--- src/rtl/lsu_pkg.sv ---
// Shared encodings for the load/store unit: access sizes, FSM states and
// the alignment rule used at request acceptance.
package lsu_pkg;

    localparam logic [1:0] SIZE_B = 2'd0;
    localparam logic [1:0] SIZE_H = 2'd1;
    localparam logic [1:0] SIZE_W = 2'd2;
    localparam logic [1:0] SIZE_D = 2'd3;

    typedef enum logic [1:0] {
        ST_IDLE   = 2'd0,
        ST_ACCESS = 2'd1,
        ST_RESP   = 2'd2
    } lsu_state_t;

    function automatic int size_bytes(input logic [1:0] size);
        int nb;
        unique case (size)
            SIZE_B:  nb = 1;
            SIZE_H:  nb = 2;
            SIZE_W:  nb = 4;
            default: nb = 8;
        endcase
        return nb;
    endfunction

    // Sizes wider than the bus are reported as misaligned as well.
    function automatic logic is_misaligned(input logic [1:0] size, input logic [2:0] offset,
                                           input int bytes);
        int sb;
        sb = size_bytes(size);
        return (sb > bytes) || ((int'(offset) & (sb - 1)) != 0);
    endfunction

endpackage

--- src/rtl/lsu_lane_align.sv ---
// Combinational lane steering: byte enables, store data placement and
// load data extraction with sign/zero extension.
module lsu_lane_align
    import lsu_pkg::*;
#(
    parameter int DATA_WIDTH = 32
) (
    input  logic [$clog2(DATA_WIDTH/8)-1:0] offset,
    input  logic [1:0]                      size,
    input  logic                            is_unsigned,
    input  logic [DATA_WIDTH-1:0]           wdata,
    input  logic [DATA_WIDTH-1:0]           rdata,
    output logic [DATA_WIDTH/8-1:0]         byte_enable,
    output logic [DATA_WIDTH-1:0]           wdata_aligned,
    output logic [DATA_WIDTH-1:0]           rdata_ext
);

    localparam int BYTES = DATA_WIDTH / 8;

    int                    eff_bytes;
    logic [DATA_WIDTH-1:0] shifted;
    logic                  sign;

    always_comb begin
        eff_bytes     = size_bytes(size);
        if (eff_bytes > BYTES) eff_bytes = BYTES;
        shifted       = rdata >> {offset, 3'b000};
        wdata_aligned = wdata << {offset, 3'b000};
        sign          = 1'b0;
        byte_enable   = '0;
        rdata_ext     = '0;
        for (int i = 0; i < BYTES; i++) begin
            if (i == eff_bytes - 1) sign = shifted[8*i+7] & ~is_unsigned;
            byte_enable[i] = (i >= int'(offset)) && (i < int'(offset) + eff_bytes);
        end
        for (int i = 0; i < DATA_WIDTH; i++) begin
            rdata_ext[i] = (i < 8 * eff_bytes) ? shifted[i] : sign;
        end
    end

endmodule

--- src/rtl/load_store_unit.sv ---
// Single-outstanding load/store unit bridging a request/response port to a
// memory bus, with alignment checking and a completion timeout.
module load_store_unit
    import lsu_pkg::*;
#(
    parameter int DATA_WIDTH     = 32,
    parameter int ADDR_WIDTH     = 32,
    parameter int TIMEOUT_CYCLES = 255
) (
    input  logic                    clk,
    input  logic                    rst,
    input  logic                    req_valid,
    output logic                    req_ready,
    input  logic                    req_we,
    input  logic [ADDR_WIDTH-1:0]   req_addr,
    input  logic [1:0]              req_size,
    input  logic                    req_unsigned,
    input  logic [DATA_WIDTH-1:0]   req_wdata,
    output logic                    rsp_valid,
    input  logic                    rsp_ready,
    output logic [DATA_WIDTH-1:0]   rsp_data,
    output logic                    rsp_misaligned,
    output logic                    rsp_timeout,
    output logic                    data_req,
    output logic                    data_we,
    output logic [ADDR_WIDTH-1:0]   data_addr,
    output logic [DATA_WIDTH-1:0]   data_wdata,
    output logic [DATA_WIDTH/8-1:0] data_byte_enable,
    input  logic                    data_valid,
    input  logic [DATA_WIDTH-1:0]   data_rdata
);

    localparam int BYTES = DATA_WIDTH / 8;
    localparam int OFF_W = $clog2(BYTES);
    localparam int CNT_W = $clog2(TIMEOUT_CYCLES + 1);
    localparam logic [CNT_W-1:0] CNT_LAST = CNT_W'(TIMEOUT_CYCLES - 1);

    lsu_state_t            state, state_next;
    logic                  we_q, uns_q;
    logic [ADDR_WIDTH-1:0] addr_q;
    logic [1:0]            size_q;
    logic [DATA_WIDTH-1:0] wdata_q;
    logic [CNT_W-1:0]      wait_cnt;
    logic [DATA_WIDTH-1:0] rsp_data_q;
    logic                  rsp_mis_q, rsp_to_q;

    logic                  req_fire, req_mis, wait_expired;
    logic [BYTES-1:0]      lane_be;
    logic [DATA_WIDTH-1:0] lane_wdata, lane_rdata;

    // Handshake: a transfer happens on a rising clk edge where valid and
    // ready are both high; valid never waits on ready.
    assign req_fire     = (state == ST_IDLE) && req_valid;
    assign req_mis      = is_misaligned(req_size, 3'(req_addr[OFF_W-1:0]), BYTES);
    assign wait_expired = !data_valid && (wait_cnt == CNT_LAST);

    lsu_lane_align #(.DATA_WIDTH(DATA_WIDTH)) u_lane (
        .offset        (addr_q[OFF_W-1:0]),
        .size          (size_q),
        .is_unsigned   (uns_q),
        .wdata         (wdata_q),
        .rdata         (data_rdata),
        .byte_enable   (lane_be),
        .wdata_aligned (lane_wdata),
        .rdata_ext     (lane_rdata)
    );

    always_ff @(posedge clk) begin
        if (rst) state <= ST_IDLE;
        else     state <= state_next;
    end

    always_comb begin
        state_next = state;
        unique case (state)
            ST_IDLE:   if (req_valid) state_next = req_mis ? ST_RESP : ST_ACCESS;
            ST_ACCESS: if (data_valid || wait_expired) state_next = ST_RESP;
            ST_RESP:   if (rsp_ready) state_next = ST_IDLE;
            default:   state_next = ST_IDLE;
        endcase
    end

    always_comb begin
        req_ready        = 1'b0;
        rsp_valid        = 1'b0;
        rsp_data         = '0;
        rsp_misaligned   = 1'b0;
        rsp_timeout      = 1'b0;
        data_req         = 1'b0;
        data_we          = 1'b0;
        data_addr        = '0;
        data_wdata       = '0;
        data_byte_enable = '0;
        unique case (state)
            ST_IDLE: req_ready = 1'b1;
            ST_ACCESS: begin
                data_req         = 1'b1;
                data_we          = we_q;
                data_addr        = {addr_q[ADDR_WIDTH-1:OFF_W], {OFF_W{1'b0}}};
                data_wdata       = lane_wdata;
                data_byte_enable = lane_be;
            end
            ST_RESP: begin
                rsp_valid      = 1'b1;
                rsp_data       = rsp_data_q;
                rsp_misaligned = rsp_mis_q;
                rsp_timeout    = rsp_to_q;
            end
            default: ;
        endcase
    end

    // Request fields, wait counter and the held response.
    always_ff @(posedge clk) begin
        if (rst) begin
            we_q       <= 1'b0;
            uns_q      <= 1'b0;
            addr_q     <= '0;
            size_q     <= '0;
            wdata_q    <= '0;
            wait_cnt   <= '0;
            rsp_data_q <= '0;
            rsp_mis_q  <= 1'b0;
            rsp_to_q   <= 1'b0;
        end else if (req_fire) begin
            we_q       <= req_we;
            uns_q      <= req_unsigned;
            addr_q     <= req_addr;
            size_q     <= req_size;
            wdata_q    <= req_wdata;
            wait_cnt   <= '0;
            rsp_data_q <= '0;
            rsp_mis_q  <= req_mis;
            rsp_to_q   <= 1'b0;
        end else if (state == ST_ACCESS) begin
            if (data_valid) begin
                rsp_data_q <= we_q ? '0 : lane_rdata;
            end else begin
                wait_cnt <= wait_cnt + 1'b1;
                if (wait_expired) rsp_to_q <= 1'b1;
            end
        end
    end

endmodule
--- config.mk ---
export PLATFORM = sky130hd
export DESIGN_NAME = load_store_unit
export DESIGN_NICKNAME = d
export VERILOG_FILES = /design/src/rtl/lsu_pkg.sv /design/src/rtl/lsu_lane_align.sv /design/src/rtl/load_store_unit.sv
export SDC_FILE = /design/constraint.sdc
export NUM_CORES = 1
export LEC_CHECK = 0
export BUFFER_PORTS_ARGS = -buffer_cell sky130_fd_sc_hd__buf_2
export CAP_MARGIN = 15
export CORE_MARGIN = 5
export CORE_UTILIZATION = 45
export CTS_BUF_LIST = sky130_fd_sc_hd__clkbuf_2
export CTS_CLUSTER_SIZE = 40
export DETAILED_ROUTE_END_ITERATION = 6
export GPL_ROUTABILITY_DRIVEN = 0
export HOLD_SLACK_MARGIN = 0.05
export PLACE_DENSITY = 0.74
export SLEW_MARGIN = 5
export SYNTH_ARGS = -nofsm -noshare
export SYNTH_HDL_FRONTEND = slang
export SYNTH_SLANG_ARGS = --single-unit
--- constraint.sdc ---
create_clock -name clk -period 2.4 [get_ports clk]
set_clock_uncertainty 0.1 [all_clocks]
set_input_delay 0.24 -clock clk [delete_from_list [all_inputs] [get_ports clk]]
set_output_delay 0.24 -clock clk [all_outputs]
set_load 0.1 [all_outputs]
==> summary.txt, run 1 <==
Run status
  – Status: complete, but fails checks
  – Failing checks: setup timing

Drt
  – DR WL/cell: 25.5 um
  – Drt total wl: 30800 um
  – Via count: 7501
  – 1st-iter DRT viols: 1031
  – DRC: 0
  – Vias per cell: 6.21
  – DRT antenna net count: 0
  – Drt pass-1 iters: 6

Timing
  – Post-layout minimum cycle time: 3.00 ns
  – Final WS setup: -0.597 ns
  – Slew Viols, Final: 0
  – Period utilization: 125%
  – RSZ-0062 raised after global routing: true
  – Max Freq: 334 MHz
  – Slew of the pin with the lowest slew margin: 0.597 ns
  – Max-slew headroom: 60.2%
  – Final setup vio count: 23
  – Setup TNS: -3.53 ns
  – Fin. Hold Viols: 0

Critical path
  – Startpoint type of the worst setup path: flop
  – Critical path cell sequence: buf_4, nor2_4, ha_2, ha_2, xor2_2, a21oi_2, a221oi_4, buf_12
  – Buf+Inv Stages, Crit Path: 2
  – CP max FO: 3
  – CP Class: flop to primary output
  – Crit path largest cell delay: 0.41 ns
  – Worst setup EP type: primary output
  – Crit-path most repeated cell: ha_2
  – Crit path required time: 2.06 ns
  – CP max stage cell: dfxtp_2
  – Worst EP arrival: 2.66 ns
  – Top delay family on crit path: compound AO/OA/AOI/OAI gates

Cells and area
  – P&R area growth vs syn: 90.5%
  – Fin area: 0.0107 sq mm
  – Layout Utilization: 88.1%
  – Share of cells above drive strength 1: 39.1%
  – Post-layout nets: 1141

Clock network
  – Root Driver: clkbuf_2
  – H-tree levels: 3
  – CTS clk-pin slew, worst paths: 0.33 ns
  – CTS tree: built
  – TritonCTS buffer count: 9
  – Skew-Pair Late Insertion Delay: 0.64 ns
  – CTS Sinks: 112
  – CTS Buffer Depth: 2

Pwr
  – VDD IR max: 0.000393 V
  – LEAKAGE: 4.20 nW
  – Pwr dens: 427 mW/mm^2

Logic synthesis
  – Post-synth top cells: 148 x nand2_1, 112 x dfxtp_1, 90 x a21oi_1
  – Yosys top cell area share: 40.1%
  – Simple-gate share of the synthesized area: 26.7%
  – Most frequent cell after synthesis: nand2_1
  – Synth unique cells: 51
  – Largest family of logic cells by synthesized area: simple AND/OR/NAND/NOR gates
  – Seq cells post-synth: 112
  – Mean Syn Cell Area: 8.03 sq um
  – Mapped Area: 0.00560 sq mm
  – Number of flops mapped to enable cells by yosys: 0
  – Post-synthesis compound-gate area fraction: 19.1%
  – Post-synthesis sequential area ratio: 40.1%
  – Xor and xnor area share after synthesis: 1.56%
  – Post-synthesis async set-or-reset flop share: 0%
  – Synth top area cells: dfxtp_1 40%, nand2_1 9.9%, and2_1 8.3%
  – Adder-cell share of the synthesized area: 0.894%
  – Top_reg_cell synth: dfxtp_1
  – Post-synth top area cell: dfxtp_1
  – Mux contribution to synthesized area: 6.66%
  – Cells after Synth: 697
  – Synth warn: 0

GRT
  – Number of global-route vias before repair: 7129
  – Largest net degree at the start of global routing: 70
  – Antenna violations before repair: 2
  – Grt total ovfl: 0
  – Total track usage: 33.2%
  – Global-route wire length before repair: 38700 um

Floorplanning
  – Chip width: 122 um
  – Core area: 0.0121 sq mm
  – DIE HEIGHT: 122 um
  – Initial core utilization: 46.2%
  – Row cnt: 40
  – Boundary Pins: 211
  – Die Footprint: 0.0148 sq mm

Placement
  – Detail Placement HPWL: 13400 um
  – Post-placement cell area: 0.00863 sq mm
  – Input/output buffers: 208

Run
  – Max-cap violation count: 0

Min path
  – Worst hold path class: primary input to flop
==> cells by family (layout without fill, tap and decap cells) <==
| group | after synthesis | after routing |
|---|---|---|
| xor gates and xnor gates | 10 | 10 |
| buffers and inverters | 64 | 401 |
| DFF | 112 | 112 |
| muxes | 35 | 35 |
| other | 1 | 5 |
| and+or+nand+nor | 310 | 311 |
| adders and majority gates | 4 | 4 |
| AOI/OAI and AO/OA | 161 | 161 |
==> routing by layer <==
layer	vias to the layer above	wire, um	global-route usage, %
li1	3042	-	-
met1	3480	9940	36.7
met2	718	14400	60.3
met3	259	3380	7.43
met4	2	3030	15.5
met5	-	41	0
==> worst reg2reg max path, cell delays in order (launching register included) <==
cell	delay (ns)
dfxtp_4	0.43
buf_4	0.15
nor3b_4	0.22
clkbuf_8	0.47
nand2_1	0.20
a21oi_1	0.33
dlygate4sd3_1	0.63
==> stage by stage <==
| step | hold WS (ns) | power, W | instances | setup slack, ns |
|---|---|---|---|---|
| final | 0.0438 | 0.00455 | 1207 | -0.597 |
| after global routing | 0.0502 | 0.00467 | 1206 | -0.669 |
| after CTS | 0.0508 | 0.00421 | 1190 | -0.320 |
| after detailed placement | 0.342 | 0.00319 | 1039 | 0.174 |
| after global placement | 0.332 | 0.00316 | 1039 | 0.234 |
| after floorplan | 0.276 | 0.00281 | 698 | -0.303 |
==> repair_timing <==
item | 4_1_cts | 5_1_grt
pin swaps | 2 | 9
hold buffers | 127 | 1
buffers inserted | 6 | 12
endpoints found under the setup margin | 79 | 77
resized for setup | 38 | 64
endpoints found under the hold margin | 104 | 13
cloned | 3 | 2
==> final timing paths <==
path	start	end	slack, ns	cells after the start
max	size_q[0]$_SDFFE_PP0P_	data_byte_enable[2]	-0.60	8
min	data_rdata[6]	rsp_data_q[6]$_SDFFE_PP0P_	0.04	5
min reg2reg	addr_q[19]$_SDFFE_PP0P_	addr_q[19]$_SDFFE_PP0P_	0.38	2
max reg2reg	state[1]$_SDFFE_PP0P_	wdata_q[23]$_SDFFE_PP0P_	-0.14	6
==> report_power, final <==
part	leakage (nW)	switching (W)	internal [W]
Combinational	3.22	0.000963	0.000664
Sequential	0.917	0.000112	0.00197
Clock	0.0625	0.000703	0.000142
Total	4.20	0.00178	0.00277
==> registers in the layout, indices dropped and copies added (netlist names) <==
signal      cells
uns_q           1
we_q            1
rsp_mis_q       1
wait_cnt        8
addr_q         32
size_q          2
wdata_q        32
rsp_data_q     32
state           2
rsp_to_q        1
==> cell usage in the layout (no fill, tap or decap), types with 7 or more instances in the layout <==
master           n
a22o_1           8
a211oi_2         8
a21oi_1         80
a221o_2         16
and2_1          56
nor2_4          14
mux2i_4          9
buf_2          105
buf_12         108
nor2_1          23
a21oi_2          7
nor2_2          10
nand2_1        147
and2_4           9
a211oi_4         8
nor2b_1          7
mux2_2           8
and2_2           9
mux2i_1         14
o21ai_0          8
dfxtp_1        106
buf_4           27
clkbuf_2         9
dlygate4sd3_1  128
==> final cells by class <==
| class | instances | area, sq um |
|---|---|---|
| clock buffers | 9 | 45.0 |
| diodes | 3 | 7.51 |
| fillers | 475 | 1450 |
| repair buffers | 381 | 4400 |
| well taps | 168 | 210 |
| inverters | 5 | 18.8 |
| flip-flops and latches | 112 | 2260 |
| clock inverters | 6 | 45.0 |
| multi-input cells | 523 | 3680 |
No activity file was read; power rests on OpenSTA's default activity.
==> run 2, diff against run 1 <==
RECOVER_POWER = 50   (was not set)
clock period = 3.3 ns   (was 2.4 ns; I/O delays follow)
==> summary.txt, run 2 (synthesis results as in run 1) <==
Timing
  – Final setup vio count: 0 (was 23)
  – Fin. Hold Viols: 0 (unchanged)
  – Period utilization: 93.0%
  – Slew of the pin with the lowest slew margin: 1.58 ns (was 0.597 ns)
  – Slew Viols, Final: 46 (was 0)
  – Min Hold Slack: 0.108 ns (was 0.0438 ns)
  – Max-slew headroom: -5.36% (was 60.2%)
  – Post-layout minimum cycle time: 3.07 ns
  – Max Freq: 326 MHz
  – RSZ-0062 raised after global routing: false (was true)
  – Setup TNS: 0 ns (was -3.53 ns)

Drt
  – Drt total wl: 19100 um (was 30800 um)
  – Via count: 5941 (was 7501)
  – DRC: 0 (unchanged)
  – Vias per cell: 5.20 (was 6.21)
  – DR WL/cell: 16.7 um (was 25.5 um)
  – Drt pass-1 iters: 5 (was 6)
  – 1st-iter DRT viols: 577 (was 1031)
  – DRT antenna net count: 0 (unchanged)

Critical path
  – Worst setup EP type: primary output (unchanged)
  – CP Class: flop to primary output (unchanged)
  – Reg2reg path depth: 6 (unchanged)
  – Flop2flop setup slack: 0.44 ns (was -0.14 ns)
  – Worst reg2reg startpoint: addr_q[0]$_SDFFE_PP0P_ (was state[1]$_SDFFE_PP0P_)
  – Startpoint type of the worst setup path: flop (unchanged)
  – Crit-path most repeated cell: buf_4 (was ha_2)
  – Buf+Inv Stages, Crit Path: 3 (was 2)
  – CP max FO: 43 (was 3)
  – Crit path launch: addr_q[0]$_SDFFE_PP0P_ (was size_q[0]$_SDFFE_PP0P_)
  – CP endpoint: data_wdata[31] (was data_byte_enable[2])
  – Critical path cell sequence: buf_4, buf_4, a211oi_1, a211oi_2, buf_2 (was buf_4, nor2_4, ha_2, ha_2, xor2_2, a21oi_2, a221oi_4, buf_12)
  – CP max stage cell: buf_4 (was dfxtp_2)
  – Crit path required time: 2.87 ns (was 2.06 ns)
  – Crit path largest cell delay: 0.46 ns (was 0.41 ns)
  – Top delay family on crit path: buffers and inverters (was compound AO/OA/AOI/OAI gates)
  – Worst EP arrival: 2.64 ns (was 2.66 ns)
  – Worst path depth: 5 (was 8)
  – Worst reg2reg path endpoint: rsp_data_q[17]$_SDFFE_PP0P_ (was wdata_q[23]$_SDFFE_PP0P_)

Floorplanning
  – Die Footprint: 0.0148 sq mm (unchanged)
  – Row cnt: 40 (unchanged)
  – Initial core utilization: 46.2% (unchanged)
  – Boundary Pins: 211 (unchanged)
  – Chip width: 122 um (unchanged)
  – DIE HEIGHT: 122 um (unchanged)
  – Core area: 0.0121 sq mm (unchanged)

Pwr
  – LEAKAGE: 3.55 nW (was 4.20 nW)
  – VDD IR max: 0.000245 V (was 0.000393 V)
  – Pwr dens: 349 mW/mm^2 (was 427 mW/mm^2)

GRT
  – Largest net degree at the start of global routing: 70 (unchanged)
  – Global-route wire length before repair: 30000 um (was 38700 um)
  – Number of global-route vias before repair: 5811 (was 7129)
  – Antenna violations before repair: 0 (was 2)
  – GRT busiest layer: met2 (unchanged)
  – Met3 global-route usage: 6.59% (was 7.43%)
  – Total track usage: 25.0% (was 33.2%)
  – Grt total ovfl: 0 (unchanged)
  – GRT met1 Usage: 29.7% (was 36.7%)
  – Met2 usage: 44.4% (was 60.3%)

Placement
  – Input/output buffers: 208 (unchanged)
  – Inst Count DP: 1032 (was 1039)
  – Detail Placement HPWL: 12600 um (was 13400 um)
  – Post-placement cell area: 0.00718 sq mm (was 0.00863 sq mm)

Cells and area
  – # diodes: 0 (was 3)
  – Fin area: 0.00819 sq mm (was 0.0107 sq mm)
  – Commonest non-fill, non-tap cell in the layout: buf_2 (was nand2_1)
  – Layout Utilization: 67.6% (was 88.1%)
  – Post-layout nets: 1079 (was 1141)
  – Largest regs: addr_q x32, rsp_data_q x32, wdata_q x32 (unchanged)
  – Most frequent cells in the layout: 180 x buf_2, 148 x nand2_1, 111 x dfxtp_1, 95 x dlygate4sd3_1, 89 x a21oi_1 (was 147 x nand2_1, 128 x dlygate4sd3_1, 108 x buf_12, 106 x dfxtp_1, 105 x buf_2)
  – P&R area growth vs syn: 46.3% (was 90.5%)
  – Share of cells above drive strength 1: 28.7% (was 39.1%)
  – Fin cells: 1143 (was 1207)

Run status
  – Status: complete, but fails checks (unchanged)
  – Failing checks: capacitance limit, slew limit (was setup timing)

Clock network
  – Root Driver: clkbuf_2 (unchanged)
  – TritonCTS buffer count: 9 (unchanged)
  – Skew-Pair Late Insertion Delay: 0.58 ns (was 0.64 ns)
  – Post-CTS Setup Inserts: 0 (was 6)
  – H-tree levels: 3 (unchanged)
  – CTS Sinks: 112 (unchanged)
  – CTS clk-pin slew, worst paths: 0.30 ns (was 0.33 ns)
  – CTS tree: built (unchanged)
  – CTS Buffer Depth: 2 (unchanged)

Run
  – Max-cap violation count: 1 (was 0)

Min path
  – Worst hold path class: primary input to flop (unchanged)
## run 2: cell types whose count changed in the layout (fill, tap and decap cells not counted), sizes merged
cell,before,now
diode,3,0
nor2,47,46
clkbuf,12,16
dlygate4sd3,128,95
buf,250,219
## run 2: cell type report
type | instances | area, sq um
clock buffers | 10 | 50.0
clock inverters | 6 | 43.8
flip-flops and latches | 112 | 2250
fillers | 988 | 3920
well taps | 168 | 210
repair buffers | 320 | 2490
inverters | 5 | 18.8
multi-input cells | 522 | 3130
## run 2: report_power, final
| group | leakage, nW | internal (W) | total, W | switching (W) |
|---|---|---|---|---|
| sequential | 0.915 | 0.00143 | 0.00149 | 0.0000616 |
| clock | 0.0643 | 0.000109 | 0.000570 | 0.000461 |
| combinational | 2.57 | 0.000301 | 0.000798 | 0.000497 |
| total | 3.55 | 0.00184 | 0.00286 | 0.00102 |
## run 2: layer usage
metal  up-vias  share of wire (%)
met2       258                 50
li1       2907                  -
met4         0                2.0
met5         -                  0
met3        36                8.0
met1      2740                 40
## run 2: tightest hold or removal path, cell delays in order
cell,delay [ns]
buf_2,0.08
mux2i_1,0.11
o21ai_0,0.16
a22o_1,0.11
## run 2: metrics by stage
step	power (W)	setup slack (ns)
2_1_floorplan	0.00200	-0.216
3_3_place_gp	0.00220	0.833
3_5_place_dp	0.00221	0.753
4_1_cts	0.00287	0.0385
5_1_grt	0.00301	0.0330
6_report	0.00286	0.232
## run 2: worst min path at each step
stage	from	end	slack, ns	depth (start not counted)
floorplan	rsp_to_q$_SDFFE_PP0P_	rsp_to_q$_SDFFE_PP0P_	0.32	2
global placement	rsp_to_q$_SDFFE_PP0P_	rsp_to_q$_SDFFE_PP0P_	0.33	2
detailed placement	rsp_to_q$_SDFFE_PP0P_	rsp_to_q$_SDFFE_PP0P_	0.34	2
CTS	data_rdata[10]	rsp_data_q[2]$_SDFFE_PP0P_	0.07	5
global route	rst	addr_q[14]$_SDFFE_PP0P_	0.09	3
finish	data_rdata[15]	rsp_data_q[15]$_SDFFE_PP0P_	0.11	4
## run 2: what timing repair did
item                                   4_1_cts  5_1_grt
gates resized for setup                      0        4
setup endpoints to repair                    0        3
hold buffers                                95        0
endpoints found under the hold margin      102        0
